--- config.mk ---
export PLATFORM = sky130hd
export DESIGN_NAME = jogo_sequencia_controle
export DESIGN_NICKNAME = d
export VERILOG_FILES = /design/src/rtl/jogo_sequencia_controle.sv
export SDC_FILE = /design/constraint.sdc
export NUM_CORES = 1
export LEC_CHECK = 0
export BUFFER_PORTS_ARGS = -buffer_cell sky130_fd_sc_hd__buf_2
export CAP_MARGIN = 0
export CORE_AREA = 2 2 39 41
export DETAILED_ROUTE_END_ITERATION = 12
export DIE_AREA = 0 0 41 43
export PLACE_DENSITY_LB_ADDON = 0.2
export RECOVER_POWER = 50
export SLEW_MARGIN = 20
export SYNTH_ARGS = -nofsm -noshare
export SYNTH_HDL_FRONTEND = slang
export SYNTH_SLANG_ARGS = --single-unit
export TNS_END_PERCENT = 30
--- constraint.sdc ---
create_clock -name clock -period 1.7 [get_ports clock]
set_input_delay 0.17 -clock clock [delete_from_list [all_inputs] [get_ports clock]]
set_output_delay 0.17 -clock clock [all_outputs]
set_load 0.01 [all_outputs]
--- src/rtl/jogo_sequencia_controle.sv ---
// Moore control FSM for the sequence-memory game.
// Define JOGO_TIMEOUT_EN to enable the move timeout path (fim_T).
module jogo_sequencia_controle (
  input  logic       clock,
  input  logic       reset,
  input  logic       iniciar,
  input  logic       jogada,
  input  logic       igual,
  input  logic       fimE,
  input  logic       fimL,
  input  logic       timeout,
  output logic       zeraE,
  output logic       contaE,
  output logic       zeraL,
  output logic       contaL,
  output logic       zeraR,
  output logic       registraR,
  output logic       zeraT,
  output logic       contaT,
  output logic       ganhou,
  output logic       perdeu,
  output logic       pronto,
  output logic       db_timeout,
  output logic [3:0] db_estado
);

  localparam logic [3:0] INICIAL    = 4'h0;
  localparam logic [3:0] PREPARACAO = 4'h1;
  localparam logic [3:0] INICIA_ROD = 4'h2;
  localparam logic [3:0] ESPERA     = 4'h3;
  localparam logic [3:0] REGISTRA   = 4'h4;
  localparam logic [3:0] COMPARACAO = 4'h5;
  localparam logic [3:0] PROX_JOG   = 4'h6;
  localparam logic [3:0] PROX_ROD   = 4'h7;
  localparam logic [3:0] FIM_A      = 4'hA;
  localparam logic [3:0] FIM_T      = 4'hB;
  localparam logic [3:0] FIM_E      = 4'hE;

`ifdef JOGO_TIMEOUT_EN
  localparam logic TO_EN = 1'b1;
`else
  localparam logic TO_EN = 1'b0;
`endif

  logic [3:0] state;
  logic [3:0] next;
  logic       to_hit;

  assign to_hit = timeout & TO_EN;

  always_ff @(posedge clock or posedge reset) begin
    if (reset) state <= INICIAL;
    else       state <= next;
  end

  always_comb begin
    next = INICIAL;
    case (state)
      INICIAL:    next = iniciar ? PREPARACAO : INICIAL;
      PREPARACAO: next = INICIA_ROD;
      INICIA_ROD: next = ESPERA;
      ESPERA: begin
        if (to_hit)      next = FIM_T;
        else if (jogada) next = REGISTRA;
        else             next = ESPERA;
      end
      REGISTRA:   next = COMPARACAO;
      COMPARACAO: begin
        if (!igual)     next = FIM_E;
        else if (!fimE) next = PROX_JOG;
        else if (!fimL) next = PROX_ROD;
        else            next = FIM_A;
      end
      PROX_JOG:   next = ESPERA;
      PROX_ROD:   next = INICIA_ROD;
      FIM_A:      next = iniciar ? PREPARACAO : FIM_A;
      FIM_E:      next = iniciar ? PREPARACAO : FIM_E;
      // Without the timeout feature fim_T is treated as an illegal code
      FIM_T: begin
        if (!TO_EN)       next = INICIAL;
        else if (iniciar) next = PREPARACAO;
        else              next = FIM_T;
      end
      default:    next = INICIAL;
    endcase
  end

  always_comb begin
    zeraE      = 1'b0;
    contaE     = 1'b0;
    zeraL      = 1'b0;
    contaL     = 1'b0;
    zeraR      = 1'b0;
    registraR  = 1'b0;
    zeraT      = 1'b0;
    contaT     = 1'b0;
    ganhou     = 1'b0;
    perdeu     = 1'b0;
    pronto     = 1'b0;
    db_timeout = 1'b0;
    db_estado  = 4'hF;
    case (state)
      INICIAL, PREPARACAO: begin
        zeraE     = 1'b1;
        zeraL     = 1'b1;
        zeraR     = 1'b1;
        zeraT     = 1'b1;
        db_estado = state;
      end
      INICIA_ROD: begin
        zeraE     = 1'b1;
        zeraT     = 1'b1;
        db_estado = state;
      end
      ESPERA: begin
        contaT    = TO_EN;
        db_estado = state;
      end
      REGISTRA: begin
        registraR = 1'b1;
        db_estado = state;
      end
      COMPARACAO: db_estado = state;
      PROX_JOG: begin
        contaE    = 1'b1;
        zeraT     = 1'b1;
        db_estado = state;
      end
      PROX_ROD: begin
        contaL    = 1'b1;
        db_estado = state;
      end
      FIM_A: begin
        ganhou    = 1'b1;
        pronto    = 1'b1;
        db_estado = state;
      end
      FIM_E: begin
        perdeu    = 1'b1;
        pronto    = 1'b1;
        db_estado = state;
      end
      FIM_T: begin
        if (TO_EN) begin
          perdeu     = 1'b1;
          pronto     = 1'b1;
          db_timeout = 1'b1;
          db_estado  = state;
        end
      end
      default: db_estado = 4'hF;
    endcase
  end

endmodule

==> results of run 1 <==
[final timing paths]
check	start	end	slack, ns	cells past startpoint
worst max-delay path	state[1]$_DFF_PP0_	perdeu	0.26	3
worst min-delay path	iniciar	state[1]$_DFF_PP0_	0.20	2
worst max register to register	state[2]$_DFF_PP0_	state[2]$_DFF_PP0_	0.37	3
worst min register to register	state[3]$_DFF_PP0_	state[1]$_DFF_PP0_	0.65	2
max in group asynchronous	reset	state[0]$_DFF_PP0_	1.19	3
min in group asynchronous	reset	state[2]$_DFF_PP0_	0.36	3
[cell type report]
class | count | area, um2
Clock buffer | 3 | 22.5
Fill cell | 166 | 893
Inverter | 4 | 15.0
Multi-Input combinational cell | 35 | 218
Sequential cell | 4 | 100
Tap cell | 16 | 20.0
Timing Repair Buffer | 22 | 115
[where the power goes]
group | total [W] | internal [W] | switching [W]
logic | 0.000409 | 0.000201 | 0.000208
clock network | 0.000114 | 0.0000787 | 0.0000353
registers | 0.000211 | 0.000129 | 0.0000815
[critical path, stage by stage (launching register included)]
cell and delay (ns):
dfrtp_1 0.56, nand3b_1 0.22, nor2_1 0.12, buf_2 0.14
[through the flow]
| stage | worst slack, ns | instances | util, % | area (um2) | power, W |
|---|---|---|---|---|---|
| finish | 0.259 | 84 | 35.4 | 490 | 0.000734 |
| global route | 0.132 | 84 | 35.4 | 490 | 0.000810 |
| detailed placement | 0.402 | 80 | 33.9 | 469 | 0.000637 |
| floorplan | 0.415 | 50 | - | 380 | 0.000510 |
| CTS | 0.240 | 84 | 36.3 | 502 | 0.000759 |
| global placement | 0.405 | 80 | 33.9 | 469 | 0.000637 |
[per-layer routing]
layer | vias to the layer above | track usage, % | wire [um]
met4 | 0 | 6.00 | 0
met1 | 170 | 14.6 | 456
met3 | 0 | 4.71 | 56
met2 | 16 | 16.6 | 385
met5 | - | 0 | 0
li1 | 203 | - | -
[cell families after synthesis]
family	after synthesis	share of synthesized area, %
AND/OR/NAND/NOR	21	32.9
AO/OA/AOI/OAI	12	25.3
buffers and inverters	11	14.3
flip-flops	4	26.6
other	1	0.996
[synth_stat cells]
master / instances / area, um2
nor2_1: 5 / 18.8
dfrtp_1: 4 / 100
inv_1: 4 / 15.0
buf_4: 3 / 22.5
clkbuf_1: 3 / 11.3
nand2_1: 3 / 11.3
a21oi_1: 2 / 10.0
and3_1: 2 / 12.5
nand2b_1: 2 / 12.5
nand3b_1: 2 / 15.0
nor3_1: 2 / 10.0
a21boi_0: 1 / 7.51
a221oi_1: 1 / 8.76
a31o_2: 1 / 8.76
and4b_2: 1 / 11.3
buf_2: 1 / 5.00
conb_1: 1 / 3.75
nand2b_2: 1 / 8.76
o211a_1: 1 / 10.0
o211ai_1: 1 / 7.51
o21ai_0: 1 / 5.00
o21bai_1: 1 / 7.51
o221ai_1: 1 / 8.76
o221ai_2: 1 / 15.0
o22ai_1: 1 / 6.26
or2_2: 1 / 6.26
or3_1: 1 / 6.26
or3b_4: 1 / 11.3
[placed cells by master (no fill, tap or decap), drive strengths merged, types with 2 or more instances in the layout]
cell type  synthesis  final
conb               1      2
nand2b             3      3
nor3               2      2
dfrtp              4      4
clkbuf             3      5
nand2              3      3
and3               2      2
nor2               5      5
a21oi              2      2
inv                4      4
o221ai             2      2
buf                4     19
nand3b             2      2
[timing repair]
action / 4_1_cts / 5_1_grt
gates resized for setup: 0 / 0
endpoints found under the hold margin: 4 / 0
hold buffers: 1 / 0
setup endpoints to repair: 0 / 0
==> results by group, run 1 <==
Outcome
  – Status: finished, final reports clean

Global route
  – Initial antenna violation count: 0
  – Global-route wire length before repair: 1370 um
  – Vias in the first global route: 341
  – Grt ovf: 0
  – Total GRT Usage: 11.7%
  – Largest net degree at the start of global routing: 15

Route
  – Vias per cell: 4.63
  – Post-DRT Antenna Nets: 0
  – Drt wl/cell: 10.7 um
  – First drt pass iteration count: 4
  – DR vias: 389
  – Drc violations: 0
  – Final wirelength: 898 um
  – Iteration-0 DRC Markers: 6

Synthesis
  – Post-synthesis register bit count: 4
  – Post-synth cell types: 28
  – Mean Syn Cell Area: 7.69 um2
  – Synth Instances: 49
  – YS warnings: 0
  – Sequential area share after synthesis: 26.6%
  – Synth Cell Area: 377 um2

Setup path
  – CP required: 1.53 ns
  – Crit Path Max Fanout: 14
  – CP arrival: 1.27 ns
  – Kind of end point of the critical path: output port
  – Crit Path Category: register to output port
  – Worst Setup Start Kind: register

Cells and area
  – Biggest register: state
  – Final nets: 78
  – Share of layout cells above drive strength 1: 38.2%
  – Synthesis-to-finish area growth: 30.2%
  – Largest regs: state: 4 flops
  – Max reg flops: 4
  – Antenna cell count: 0

Clock network
  – CTS clk-pin slew, worst paths: 0.04 ns
  – Sink Count: 4
  – TritonCTS Buffers: 3
  – Clk root buf: clkbuf_4
  – Skew-Pair Late Insertion Delay: 0.23 ns
  – CTS H-tree depth: 1
  – Clock Path Buffers: 2
  – Post-CTS Setup Bufs: 0
  – CTS tree: built

Placement
  – Final GP Congestion: 0.752
  – Port Buffer Count: 20
  – DP HPWL: 667 um

STA
  – RSZ-0062 raised after global routing: no
  – Max-slew violation count: 0
  – Final worst path period need: 1.44 ns
  – Hold_ws: 0.199 ns
  – Highest Clock Rate: 694 MHz
  – Final setup viols: 0
  – TNS Setup: 0 ns
  – Final cycle utilization of the critical path: 84.8%
  – Clock Skew: 0.00268 ns
  – Count of final hold-check violations: 0

Die
  – Die Y-Extent: 43 um
  – FP Rows: 14
  – Die X-Extent: 41 um
  – IO Pins: 24
  – Full die area: 1760 um2
  – Core outline area: 1380 um2
  – Initial Util: 27.2%

Min path
  – Worst hold path class: input pin to register

Pwr
  – VDD IR max: 520 uV
  – Power density cells: 1500 nW/um2
  – Leakage Power: 0.258 nW

Run
  – Max_cap viols: 0
Power figures use the tool's default switching activity.
==> run 2: changes to the inputs <==
Settings changed: ABC_AREA from default to 1.
Clock period 1.7 ns to 1.45 ns, I/O delays scaled along.
==> results by group, run 2 <==
Outcome
  – Status: finished, final reports clean

Run
  – Max_cap viols: 0 (unchanged)

Cells and area
  – Synthesis-to-finish area growth: 33.4%
  – Share of layout cells above drive strength 1: 29.9% (-8.4 points)
  – Biggest register: state
  – Final nets: 97 (+24%)
  – Most frequent cells in the layout: nand2_1 (21), buf_2 (19), inv_1 (11)
  – Antenna cell count: 0 (unchanged)
  – Largest regs: state: 4 flops
  – Most common cell after layout, fill and taps aside: nand2_1
  – Fillers: 166 (unchanged)
  – Max reg flops: 4 (unchanged)
  – Fin cells: 103 (+23%)
  – Final Instance Area: 504 um2 (+2.8%)

Route
  – Final wirelength: 910 um (+1.3%)
  – Drt wl/cell: 8.83 um (-17%)
  – First drt pass iteration count: 4 (unchanged)
  – DR vias: 433 (+11%)
  – Drc violations: 0 (unchanged)
  – Iteration-0 DRC Markers: 17 (+11)
  – Post-DRT Antenna Nets: 0 (unchanged)
  – Vias per cell: 4.20 (-9.2%)

Global route
  – Total GRT Usage: 11.4% (-0.28 points)
  – Largest net degree at the start of global routing: 11 (-4)
  – Global-route wire length before repair: 1270 um (-7.6%)
  – Grt ovf: 0 (unchanged)
  – Vias in the first global route: 333 (-2.3%)
  – Initial antenna violation count: 0 (unchanged)

Pwr
  – Leakage Power: 0.341 nW (+32%)
  – VDD IR max: 464 uV (-11%)
  – Power density cells: 1860 nW/um2 (+24%)

Clock network
  – Skew-Pair Late Insertion Delay: 0.24 ns (about the same)
  – Clk root buf: clkbuf_4
  – Clock Path Buffers: 2 (unchanged)
  – CTS H-tree depth: 1 (unchanged)
  – Post-CTS Setup Bufs: 0 (unchanged)
  – CTS clk-pin slew, worst paths: 0.04 ns (about the same)
  – TritonCTS Buffers: 3 (unchanged)
  – CTS tree: built
  – Sink Count: 4 (unchanged)

Die
  – IO Pins: 24 (unchanged)
  – Core outline area: 1380 um2 (unchanged)
  – Initial Util: 27.3% (+0.090 points)
  – Full die area: 1760 um2 (unchanged)
  – Die Y-Extent: 43 um (unchanged)
  – FP Rows: 14 (unchanged)
  – Die X-Extent: 41 um (unchanged)

STA
  – Count of final hold-check violations: 0 (unchanged)
  – Clock Skew: 0.00850 ns (+0.00582 ns)
  – RSZ-0062 raised after global routing: no
  – Highest Clock Rate: 736 MHz
  – Max-slew violation count: 0 (unchanged)
  – Final setup viols: 0 (unchanged)
  – Hold_ws: 0.156 ns (-0.0430 ns)
  – Final worst path period need: 1.36 ns
  – TNS Setup: 0 ns (unchanged)
  – Final cycle utilization of the critical path: 93.8%

Setup path
  – CP arrival: 1.21 ns (-0.06 ns)
  – Flop2flop setup slack: 0.33 ns (-0.04 ns)
  – Reg2reg start: state[1]$_DFF_PP0_
  – Worst Setup Start Kind: register
  – R2R depth: 5 (+2)
  – Crit Path Category: register to output port
  – CP required: 1.31 ns (-0.22 ns)
  – Kind of end point of the critical path: output port
  – Crit Path Max Fanout: 7 (-7)
  – FF-to-FF End: state[1]$_DFF_PP0_

Synthesis
  – Post-synth top area share: 26.5% (-0.088 points)
  – Mean Syn Cell Area: 5.64 um2 (-27%)
  – Post-synth EDFFs: 0 (unchanged)
  – Main area contributors after synthesis: dfrtp_1 (26%), nand2_1 (21%), inv_1 (11%), nor2_1 (9.9%), buf_4 (7.9%)
  – Cell taking the most area after synthesis: dfrtp_1
  – Count leader, synth: nand2_1
  – Async set or reset register ratio after synthesis: 100% (unchanged)
  – YS warnings: 0 (unchanged)
  – Top post-synthesis cells by count: nand2_1 (21), inv_1 (11), nor2_1 (10)
  – Post-synthesis register bit count: 4 (unchanged)
  – Synth Cell Area: 378 um2 (+0.33%)
  – Synth Instances: 67 (+37%)
  – Top_reg_cell synth: dfrtp_1
  – Sequential area share after synthesis: 26.5% (-0.088 points)
  – Post-synth cell types: 14 (-50%)

Placement
  – Dpl cell area: 468 um2 (-0.27%)
  – DP Cell Count: 99 (+24%)
  – Final GP Congestion: 0.778 (+3.5%)
  – Port Buffer Count: 20 (unchanged)
  – DP HPWL: 736 um (+10%)

Min path
  – Hold Startpoint: iniciar
  – Worst hold path class: input pin to register
  – Hold Crit Endpoint: state[0]$_DFF_PP0_
  – Hold Crit Depth: 3 (+1)
[run 2: cell count changes after synthesis, sizes merged, moves of 2 or more]
cell    before  now
nand2        3   21
nor2         5   12
a21oi        2    0
o221ai       2    0
nand4        0    2
nor3         2    0
clkbuf       3    1
nand3        0    5
nand2b       3    0
and3         2    0
inv          4   13
[run 2: final cells by class]
cell class              count  area, um2  area share, %
multi-input cells          46        204           40.4
well taps                  16       20.0           3.97
clock buffers               3       22.5           4.47
repair buffers             21        109           21.6
inverters                  13       48.8           9.68
flip-flops and latches      4        100           19.9
[run 2: power by group]
group / switching [W] / internal [W]
Sequential: 0.0000765 / 0.000155
Combinational: 0.000345 / 0.000222
Clock: 0.0000475 / 0.0000927
[run 2: repair_timing]
| item | CTS | global route |
|---|---|---|
| endpoints found under the setup margin | 0 | 3 |
| hold buffers | 1 | 0 |
| resized for setup | 0 | 1 |
| endpoints found under the hold margin | 4 | 0 |
[run 2: cell families after synthesis]
kind of cell	share of synthesized area [%]
AOI/OAI and AO/OA	4.64
DFF	26.5
buffers and inverters	21.9
other	0.992
and+or+nand+nor	46.0
[run 2: worst max path at each step]
stage / from / end / cells past startpoint
finish: state[3]$_DFF_PP0_ / registraR / 4
global route: state[3]$_DFF_PP0_ / zeraR / 4
CTS: state[3]$_DFF_PP0_ / zeraR / 4
detailed placement: state[3]$_DFF_PP0_ / zeraR / 4
global placement: state[3]$_DFF_PP0_ / zeraL / 4
floorplan: state[3]$_DFF_PP0_ / zeraR / 4
[run 2: stage by stage]
step / total power [W] / utilization (%) / worst slack (ns)
3_5_place_dp: 0.000797 / 33.8 / 0.294
4_1_cts: 0.000945 / 36.2 / 0.0351
3_3_place_gp: 0.000795 / 33.8 / 0.292
2_1_floorplan: 0.000638 / - / 0.264
5_1_grt: 0.00103 / 36.4 / 0.000109
6_report: 0.000938 / 36.4 / 0.0905
[run 2: routing by layer]
metal	track usage, %	wire, um	share of wire [%]	vias up
li1	-	-	-	241
met1	13.4	400	44	176
met2	15.9	445	49	16
met3	1.57	63	6.9	0
met4	12.0	0	0	0
met5	0	0	0	-
[run 2: critical path: stages (launching register included)]
cell and delay, ns:
dfrtp_1 0.46, nor2_2 0.22, nand2_1 0.12, inv_1 0.06, buf_2 0.12
==> run 3: changes to the inputs <==
Settings changed: SETUP_SLACK_MARGIN from default to 0.3.
==> results by group, run 3 (synthesis results as in run 2) <==
Outcome
  – Status: finished, final reports clean

Placement
  – Worst slack, placed: 0.274 ns (-0.0202 ns)
  – Port Buffer Count: 20 (unchanged)
  – DP HPWL: 730 um (-0.88%)
  – Final GP Congestion: 0.765 (-1.6%)
  – Dpl cell area: 470 um2 (+0.53%)
  – DP Cell Count: 99 (unchanged)

Pwr
  – Clock group share of total power: 12.9% (-2.0 points)
  – VDD IR max: 552 uV (+19%)
  – Seq pwr share: 22.4% (-2.3 points)
  – Int Power: 0.000536 W (+14%)
  – Combinational power share: 64.6% (+4.2 points)
  – Leakage Power: 0.352 nW (+3.3%)
  – Power density cells: 1870 nW/um2 (+0.42%)
  – Switching share of power: 47.8% (-2.2 points)
  – Net Sw Power: 0.000491 W (+4.6%)

Clock network
  – Sink Count: 4 (unchanged)
  – CTS clk-pin slew, worst paths: 0.04 ns (about the same)
  – Clock Path Buffers: 2 (unchanged)
  – CTS tree: built
  – Clk root buf: clkbuf_4
  – TritonCTS Buffers: 3 (unchanged)
  – Skew-Pair Late Insertion Delay: 0.23 ns (about the same)
  – CTS H-tree depth: 1 (unchanged)

Setup path
  – CP arrival: 1.15 ns (-0.06 ns)
  – Reg2reg start: state[3]$_DFF_PP0_
  – Critical path's top delay family: flip-flops
  – Flop2flop setup slack: 0.37 ns (+0.04 ns)
  – Worst path depth: 4 (unchanged)
  – Worst Path Buf+Inv: 2 (unchanged)
  – Worst Setup Start Kind: register
  – CP required: 1.31 ns (about the same)
  – R2R depth: 5 (unchanged)
  – Kind of end point of the critical path: output port
  – Worst path cell trace: inv_1 > nand3_1 > o21ai_1 > buf_2
  – Crit Path Max Fanout: 7 (unchanged)
  – Crit Path Category: register to output port
  – End point of the critical path: zeraT
  – Crit. Startpoint: state[3]$_DFF_PP0_
  – FF-to-FF End: state[1]$_DFF_PP0_
  – Slowest stage delay, CP: 0.47 ns (about the same)
  – CP max stage cell: dfrtp_2

STA
  – Highest Clock Rate: 775 MHz (+5.3%)
  – Count of final hold-check violations: 0 (unchanged)
  – RSZ-0062 raised after global routing: yes
  – Final worst path period need: 1.29 ns (-0.0684 ns)
  – Final setup viols: 0 (unchanged)
  – Clock Skew: 0.00270 ns (-0.00580 ns)
  – TNS Setup: 0 ns (unchanged)
  – Max-slew violation count: 0 (unchanged)
  – Final cycle utilization of the critical path: 89.0% (-4.7 points)
  – Worst setup margin: 0.159 ns (+0.0684 ns)

Route
  – Iteration-0 DRC Markers: 5 (-12)
  – Drc violations: 0 (unchanged)
  – Post-DRT Antenna Nets: 0 (unchanged)
  – Vias per cell: 4.33 (+2.9%)
  – First drt pass iteration count: 4 (unchanged)
  – Final wirelength: 907 um (-0.33%)
  – DR vias: 463 (+6.9%)
  – Drt wl/cell: 8.48 um (-4.1%)

Cells and area
  – Synthesis-to-finish area growth: 45.4%
  – Most frequent cells in the layout: nand2_1 (20), buf_2 (18), inv_1 (10)
  – Final Instance Area: 549 um2 (+8.9%)
  – Largest regs: state: 4 flops
  – Max reg flops: 4 (unchanged)
  – Biggest register: state
  – Final core utilization: 39.7% (+3.3 points)
  – Final nets: 101 (+4.1%)
  – Most common cell after layout, fill and taps aside: nand2_1
  – Fillers: 159 (-4.2%)
  – Share of layout cells above drive strength 1: 39.6% (+9.7 points)
  – Antenna cell count: 0 (unchanged)
  – Fin cells: 107 (+3.9%)

Die
  – Die Y-Extent: 43 um (unchanged)
  – Initial Util: 27.3% (unchanged)
  – Full die area: 1760 um2 (unchanged)
  – Core outline area: 1380 um2 (unchanged)
  – FP Rows: 14 (unchanged)
  – Die X-Extent: 41 um (unchanged)
  – IO Pins: 24 (unchanged)

Global route
  – Total GRT Usage: 12.2% (+0.82 points)
  – Vias in the first global route: 368 (+11%)
  – Grt ovf: 0 (unchanged)
  – Largest net degree at the start of global routing: 10 (-1)
  – Initial antenna violation count: 0 (unchanged)
  – Global-route wire length before repair: 1390 um (+9.2%)

Run
  – Max_cap viols: 0 (unchanged)

Min path
  – Hold Crit Depth: 3 (unchanged)
  – Worst hold path class: input pin to register
-- run 3: cell types whose count changed in the layout (fill, tap and decap cells not counted), sizes merged --
cell,previous run,this run
buf,19,21
clkbuf,4,6
-- run 3: area by class of cell --
type	count	area [um2]	area share, %
Clock buffer	3	22.5	4.10
Inverter	13	48.8	8.88
Timing Repair Buffer	25	138	25.1
Sequential cell	4	104	18.9
Multi-Input combinational cell	46	216	39.4
Tap cell	16	20.0	3.64
-- run 3: worst min-delay path: stages --
cell and delay (ns):
buf_2 0.09, nand2_1 0.05, nand3_1 0.08
-- run 3: what timing repair did --
action / 4_1_cts / 5_1_grt
gates resized for setup: 7 / 1
setup buffers: 4 / 0
hold buffers: 1 / 0
pin swaps: 2 / 0
setup endpoints to repair: 13 / 15
hold endpoints to repair: 4 / 0
-- run 3: how the worst min path moves through the flow --
stage / from / end / slack (ns)
floorplan: reset / state[0]$_DFF_PP0_ / -0.09
global placement: reset / state[3]$_DFF_PP0_ / 0.03
detailed placement: reset / state[3]$_DFF_PP0_ / 0.03
CTS: iniciar / state[0]$_DFF_PP0_ / 0.16
global route: iniciar / state[0]$_DFF_PP0_ / 0.17
finish: iniciar / state[0]$_DFF_PP0_ / 0.17
-- run 3: metrics by stage --
stage	total power (W)	hold slack [ns]
after floorplan	0.000646	-0.0889
after CTS	0.00104	0.159
final	0.00103	0.169
after global placement	0.000801	0.0255
after global routing	0.00112	0.172
after detailed placement	0.000803	0.0265
-- run 3: power by group through the flow --
| stage | registers [W] | logic, W | clock network (W) |
|---|---|---|---|
| 6_report | 0.000230 | 0.000663 | 0.000133 |
| 5_1_grt | 0.000241 | 0.000740 | 0.000144 |
| 4_1_cts | 0.000232 | 0.000668 | 0.000142 |
| 3_5_place_dp | 0.000233 | 0.000570 | 0 |
| 3_3_place_gp | 0.000232 | 0.000569 | 0 |
| 2_1_floorplan | 0.000189 | 0.000457 | 0 |
-- run 3: layer usage --
layer / GRT usage (%) / share of wire [%] / up-vias
li1: - / - / 246
met1: 15.0 / 46 / 202
met2: 16.9 / 47 / 13
met3: 1.57 / 5.0 / 2
met4: 12.0 / 1.5 / 0
met5: 0 / 0 / -
